$ cat config.mk
export PLATFORM = sky130hd
export DESIGN_NAME = note_scroller
export DESIGN_NICKNAME = d
export VERILOG_FILES = /design/src/rtl/note_scroller.sv
export SDC_FILE = /design/constraint.sdc
export NUM_CORES = 1
export LEC_CHECK = 0
export BUFFER_PORTS_ARGS = -buffer_cell sky130_fd_sc_hd__buf_2
export CAP_MARGIN = 10
export CORE_ASPECT_RATIO = 0.7
export CORE_UTILIZATION = 58
export DETAILED_ROUTE_END_ITERATION = 10
export HOLD_SLACK_MARGIN = 0.02
export MAX_ROUTING_LAYER = met4
export PLACE_DENSITY = 0.95
export SYNTH_ARGS = -nofsm -noshare
export SYNTH_HDL_FRONTEND = slang
export SYNTH_SLANG_ARGS = --single-unit
$ cat constraint.sdc
create_clock -name clk -period 6.9 [get_ports clk]
set_input_delay 1.38 -clock clk [delete_from_list [all_inputs] [get_ports clk]]
set_output_delay 1.38 -clock clk [all_outputs]
set_load 0.02 [all_outputs]
$ cat src/rtl/note_scroller.sv
// note_scroller
//   Upstream timing and note-feed stage for the hit scanner. Produces the
//   free-running beat-phase counter and the selected beat period, and scrolls
//   a 40-slot note column one slot per beat. The column is filled from an
//   external combinational song ROM. Bit 37 of the column is the strike zone.
//
// Ports
//   clk           system clock
//   n_rst         synchronous active-low reset
//   start         one-cycle start request (accepted in IDLE/DONE only)
//   pause         level; freezes play progress while high
//   speed         difficulty select, sampled on an accepted start
//   song_bit      ROM data for song_addr, valid in the same cycle
//   song_addr     ROM read address
//   counter       beat-phase counter, 0..lim-1
//   lim           latched beat period
//   padded_notes  note column, [37] is the strike zone
//   step          one-cycle pulse on each scroll (coincident with counter==0)
//   playing       high in PLAY or DRAIN
//   done          high in DONE
module note_scroller #(
  parameter int          SONG_LEN = 256,
  parameter int          ADDR_W   = 8,
  parameter logic [22:0] LIM_SLOW = 23'd6048000,
  parameter logic [22:0] LIM_MED  = 23'd4536000,
  parameter logic [22:0] LIM_FAST = 23'd3024000
) (
  input  logic              clk,
  input  logic              n_rst,
  input  logic              start,
  input  logic              pause,
  input  logic [1:0]        speed,
  input  logic              song_bit,
  output logic [ADDR_W-1:0] song_addr,
  output logic [22:0]       counter,
  output logic [22:0]       lim,
  output logic [39:0]       padded_notes,
  output logic              step,
  output logic              playing,
  output logic              done
);

  typedef enum logic [1:0] {IDLE, PLAY, DRAIN, DONE} state_t;

  localparam logic [ADDR_W-1:0] LAST_ADDR = ADDR_W'(SONG_LEN - 1);

  state_t      state;
  logic [5:0]  drain_cnt;
  logic [22:0] lim_sel;
  logic        wrap;

  always_comb begin
    lim_sel = LIM_FAST;
    case (speed)
      2'b00:   lim_sel = LIM_SLOW;
      2'b01:   lim_sel = LIM_MED;
      default: lim_sel = LIM_FAST;
    endcase
  end

  assign wrap = (counter == lim - 23'd1);

  always_ff @(posedge clk) begin
    if (!n_rst) begin
      state        <= IDLE;
      counter      <= '0;
      lim          <= LIM_SLOW;
      padded_notes <= '0;
      song_addr    <= '0;
      drain_cnt    <= '0;
      step         <= 1'b0;
      playing      <= 1'b0;
      done         <= 1'b0;
    end else begin
      step <= 1'b0;
      case (state)
        IDLE, DONE: begin
          if (start) begin
            lim          <= lim_sel;
            song_addr    <= '0;
            counter      <= '0;
            padded_notes <= '0;
            drain_cnt    <= '0;
            playing      <= 1'b1;
            done         <= 1'b0;
            state        <= PLAY;
          end
        end
        PLAY, DRAIN: begin
          // pause freezes everything, including the step pulse
          if (!pause) begin
            if (wrap) begin
              counter      <= '0;
              step         <= 1'b1;
              // once the song is exhausted, zeros flush the column
              padded_notes <= {padded_notes[38:0], (state == PLAY) ? song_bit : 1'b0};
              if (state == PLAY) begin
                if (song_addr == LAST_ADDR) begin
                  state     <= DRAIN;
                  drain_cnt <= '0;
                end else begin
                  song_addr <= song_addr + ADDR_W'(1);
                end
              end else begin
                drain_cnt <= drain_cnt + 6'd1;
                // 40th drain step: every song bit has left the column
                if (drain_cnt == 6'd39) begin
                  state        <= DONE;
                  playing      <= 1'b0;
                  done         <= 1'b1;
                  padded_notes <= '0;
                end
              end
            end else begin
              counter <= counter + 23'd1;
            end
          end
        end
        default: state <= IDLE;
      endcase
    end
  end

endmodule

Word-level counts from Yosys, hierarchy flattened. Index checks and enable logic that the tools add are counted.

$add $sub $neg: 4. Equal/unequal tests: 16. Multiplexer cells: 44. Bitwise operators: 2. Reduce and logical (&&, ||, !) cells: 12.

Operators with widths (number): 40-bit 2-to-1 mux (5); 23-bit one-hot mux with 2 select lines (2); 40-bit one-hot mux with 2 select lines (1); 23-bit 2-to-1 mux (3); 8-bit 2-to-1 mux (5); 6-bit 2-to-1 mux (5); 23-bit by 1-bit adder with 23-bit output, second input constant (1); 23-bit equality test (1); 23-bit by 1-bit subtractor with 23-bit output, second input constant (1); 8-bit one-hot mux with 2 select lines (1); 5-bit AND reduction (3); 2-bit inequality test, second input constant (7); 1-bit 2-to-1 mux (12); 2-bit 2-to-1 mux (6); 6-bit one-hot mux with 2 select lines (1); 8-bit by 1-bit adder with 8-bit output, second input constant (1); 8-bit equality test, second input constant (1); 6-bit by 1-bit adder with 6-bit output, second input constant (1); 6-bit equality test, second input constant (1); 3-bit inequality test, second input constant (2); 2-bit by 1-bit equality test with 1-bit output, second input constant (2); 2-bit equality test, second input constant (2); 2-bit logical NOT (2); 1-bit one-hot mux with 2 select lines (2); other kinds (7) (10).

Register bits: 105. Bits of input ports: 7. Output and inout port bits: 97. Logic and storage cells: 87.

Logic depth before layout (Yosys ltp).
Depth in word-level cells: 7. Depth in mapped cells: 13. Depth with buffers taken out: 10.

Least setup slack after synthesis. Ideal clock, no wire load.

Path kind: register to register. From: register lim[16]. To: register song_addr[3]. Setup time: 0.074 ns. Arrival time: 3.351 ns. Required time: 6.826 ns. Setup slack: 3.475 ns. Cell stages (with the launch flop): 13. Path buffers: 2. Clock period less this slack: 3.425 ns. Cell sequence: dfxtp_1 > clkbuf_1 > inv_1 > ha_1 > ha_1 > and3b_1 > and2_1 > or4_1 > or3_4 > or2_1 > buf_2 > or3_1 > a31oi_1.

Longest elaborated chain between the ends: 4.

Ends and longest elaborated chain: start: declaration (line 36) `output logic [22:0] lim,`; start signal: assignment (line 79) `lim <= lim_sel;`; 23-bit by 1-bit subtractor with 23-bit output (line 61) `assign wrap = (counter == lim - 23'd1);`; 23-bit equality test (line 61); 2-bit inequality test (no line); 5-bit AND reduction (no line); end signal: assignment (line 102) `song_addr <= song_addr + ADDR_W'(1);`; end: declaration (line 34) `output logic [ADDR_W-1:0] song_addr,`.

No other way between the ends. A chain may end at the register's enable or synchronous reset.

Final worst setup path.
From: register lim[16]. To: register padded_notes[6].

Longest elaborated chain between the ends: 4.

Ends and longest elaborated chain: 23-bit by 1-bit subtractor with 23-bit output (line 61); 23-bit equality test (line 61); 2-bit inequality test (no line); 3-bit AND reduction (no line); end signal: assignment (line 96) `padded_notes <= {padded_notes[38:0], (state == PLAY) ? song_bit : 1'b0};`; end: declaration (line 37) `output logic [39:0] padded_notes,`.

No other way between the ends.

==> metrics.txt <==
outcome finished clean; share of cells above drive strength 1 22.3%; placed cell count 625; largest net degree at the start of global routing a little under 60; RR Endpoint padded_notes[6]$_SDFFE_PN0P_; number of global-route vias before repair 3330; post-synthesis simple-gate area fraction a little under a quarter; routed length per instance 16.4 um; Initial Util 61.6%; cell area after synthesis 4280 um^2; combinational share of power 30.1%; met1 wire length 4750 um; hpwl dp just over 7000 um; CP arrival between 4 and 5 ns; Worst Path Required just over 7 ns; sw frac between 30% and 40%; CTS clk-pin slew, worst paths 0.09 ns; total track usage between 20 and 30%; max-slew violations 0; sequential power share 41.0%; post-synthesis register bit count 88; critical path buffer and inverter count 1; CP endpoint kind flop; Cell Count, Final, Fillers Out 640; Vias 3830; endpoints failing setup 0; synthesis-to-finish area growth 14.0%; Rows 25; Reg2Reg Depth 9; Layout fillers approximately 540; Residual DRC 0; critical-path cell list inv_1 > ha_1 > nor3b_1 > or3_1 > a311o_1 > nor4_2 > nand2_2 > nor3_4 > a22o_1; first-pass GRT wire length 16500 um; Sw Pwr ~0.00051 W; GPL Wtd Cong 0.879; Max Clk Rate 252 MHz; maximum vdd drop around 190 uV; slowest CP cell nor3_4; synthesized netlist cell count between 400 and 500; CTS tree built; Levels on crit path 9; Internal Pwr Total 0.000856 W; Hold Vio Cnt, Final 0; adder-cell share of the synthesized area 2.63%; r2r setup slk 2.94 ns; complex-gate fraction of the synthesized area 16.9%; leakage power 2.19 nW; mean post-synth cell area 9.08 um^2; Met3 Wirelength between 800 and 900 um; initial antenna violation count 0; main combinational cell family by area after synthesis simple AND/OR/NAND/NOR gates; TritonCTS Buffers 9; via density per instance 5.98; Hold WC Path Type reg -> reg; mux cell area share after synthesis 2.11%; launch point of the worst reg-to-reg path lim[16]$_SDFFE_PN0P_; fin crit period slightly below 4 ns; post-route ant nets 0; max layer used met4; Synth Area in XOR/XNOR 6.15%; PortBufs 95; Synthesis Warnings 0; Die Height around 74 um; Top Ports 104; Antenna diodes 0; Core Region 6940 um^2; total wire length 10500 um; sequential area share after synthesis 41.2%; worst hold start padded_notes[28]$_SDFFE_PN0P_; TritonRoute pass-1 iters 5; Post-synth EDFFs 0; clk_lat worst skew 0.36 ns; RSZ-0062 raised after global routing no; Root Driver clkbuf_8; critical path type reg -> reg; worst slew pin tran around 1.2 ns; Crit. Startpoint lim[16]$_SDFFE_PN0P_; clock buffer depth 2; P per Cell Area 279 nW/um^2; critical path fanouts, max 35; Max-Cap Viols 0; Clock power frac approximately 29%; CP Launch Type flop; H-tree Lvls 3; die area 7720 um^2; CP peak stage delay 1.01 ns; grt ovf 0; crit path to padded_notes[6]$_SDFFE_PN0P_; postcts setup bufs 0; drt first-iter violations 275; CTS Sinks between 80 and 90; Resized cells post-CTS 0; leading cell types in the layout, fill and taps excluded buf_2, dfxtp_1, nand2_1; Clock Skew 0.00840 ns; crit share post-route 57.4%; Rel. slew slack 17.8%; most common cell after layout, fill and taps aside buf_2; die width 105 um; setup TNS 0 ns; Post-synth top flop dfxtp_1; asr flop ratio synth 0%; Crit path max-delay family simple AND/OR/NAND/NOR gates; cts-stage hold buffer count 0; final net count 558; met2 wire len 4750 um; synth unique cells 63
==> layer usage <==
layer	global-route usage [%]	up-vias
met5	-	-
met4	8.29	0
met3	7.10	18
met2	43.9	195
met1	36.5	1820
li1	-	1797
==> metrics by stage <==
| step | utilization, % | hold slack [ns] | power [W] | worst slack, ns | area [um^2] |
|---|---|---|---|---|---|
| after floorplan | - | 0.425 | 0.000890 | 3.47 | 4300 |
| after global placement | 67.1 | 0.445 | 0.000956 | 3.21 | 4660 |
| after detailed placement | 67.1 | 0.462 | 0.000965 | 3.06 | 4660 |
| after CTS | 70.2 | 0.486 | 0.00135 | 3.01 | 4870 |
| after global routing | 70.2 | 0.517 | 0.00143 | 2.68 | 4870 |
| final | 70.2 | 0.484 | 0.00136 | 2.94 | 4870 |
==> how the worst min path moves through the flow <==
stage | end | slack, ns | depth (start not counted)
after global placement | drain_cnt[5]$_SDFFE_PN0P_ | 0.45 | 1
after global routing | padded_notes[39]$_SDFFE_PN0P_ | 0.52 | 1
final | padded_notes[28]$_SDFFE_PN0P_ | 0.48 | 2
after detailed placement | drain_cnt[5]$_SDFFE_PN0P_ | 0.46 | 1
after floorplan | drain_cnt[5]$_SDFFE_PN0P_ | 0.43 | 1
after CTS | padded_notes[28]$_SDFFE_PN0P_ | 0.49 | 2
==> worst reg2reg max path, delay by kind of cell, from the launching register on <==
family | cells | cell delay (ns)
AND/OR/NAND/NOR | 5 | 2.09
flip-flops | 1 | 0.77
AO/OA/AOI/OAI | 2 | 0.65
adder cells (fa/ha/maj) | 1 | 0.29
buffers and inverters | 1 | 0.11
==> power groups by stage <==
stage / sequential (W) / combinational (W) / clock, W
5_1_grt: 0.000562 / 0.000444 / 0.000420
3_3_place_gp: 0.000567 / 0.000389 / 0
3_5_place_dp: 0.000569 / 0.000396 / 0
2_1_floorplan: 0.000574 / 0.000316 / 0
6_report: 0.000558 / 0.000410 / 0.000394
4_1_cts: 0.000557 / 0.000399 / 0.000398
==> layout make-up <==
| class | count | area (um^2) | share of cell area [%] |
|---|---|---|---|
| multi-input combinational | 335 | 2250 | 46.2 |
| sequential | 88 | 1760 | 36.1 |
| clock buffer | 9 | 124 | 2.54 |
| timing repair buffer | 96 | 483 | 9.91 |
| inverter | 12 | 45.0 | 0.924 |
| tap | 94 | 118 | 2.41 |
| clock inverter | 6 | 92.6 | 1.90 |
==> cells in the mapped netlist, types with 9 or more instances <==
cell type,count,area [um^2]
xor2_1,16,140
nor2_1,16,60.1
nand3_1,20,100
a31oi_1,9,56.3
a21oi_1,14,70.1
nor3_1,10,50.1
buf_4,20,150
clkbuf_1,17,63.8
and3_1,16,100
mux2i_1,9,90.1
ha_1,9,113
inv_1,11,41.3
a22o_1,35,307
xnor2_1,14,123
dfxtp_1,88,1760
and2_1,23,144
nand2_1,42,158
==> state kept, by name, summed over array words and instances (netlist names) <==
register / cells
counter: 23
step: 1
song_addr: 8
playing: 1
drain_cnt: 6
lim: 6
done: 1
padded_notes: 40
state: 2
==> kinds of logic after synthesis <==
logic type,count (synthesis)
flops,88
simple gates,182
buf+inv,54
other cells,2
fa+ha+maj,9
compound gates,97
mux,9
xor+xnor,30
Power figures use the tool's default switching activity.
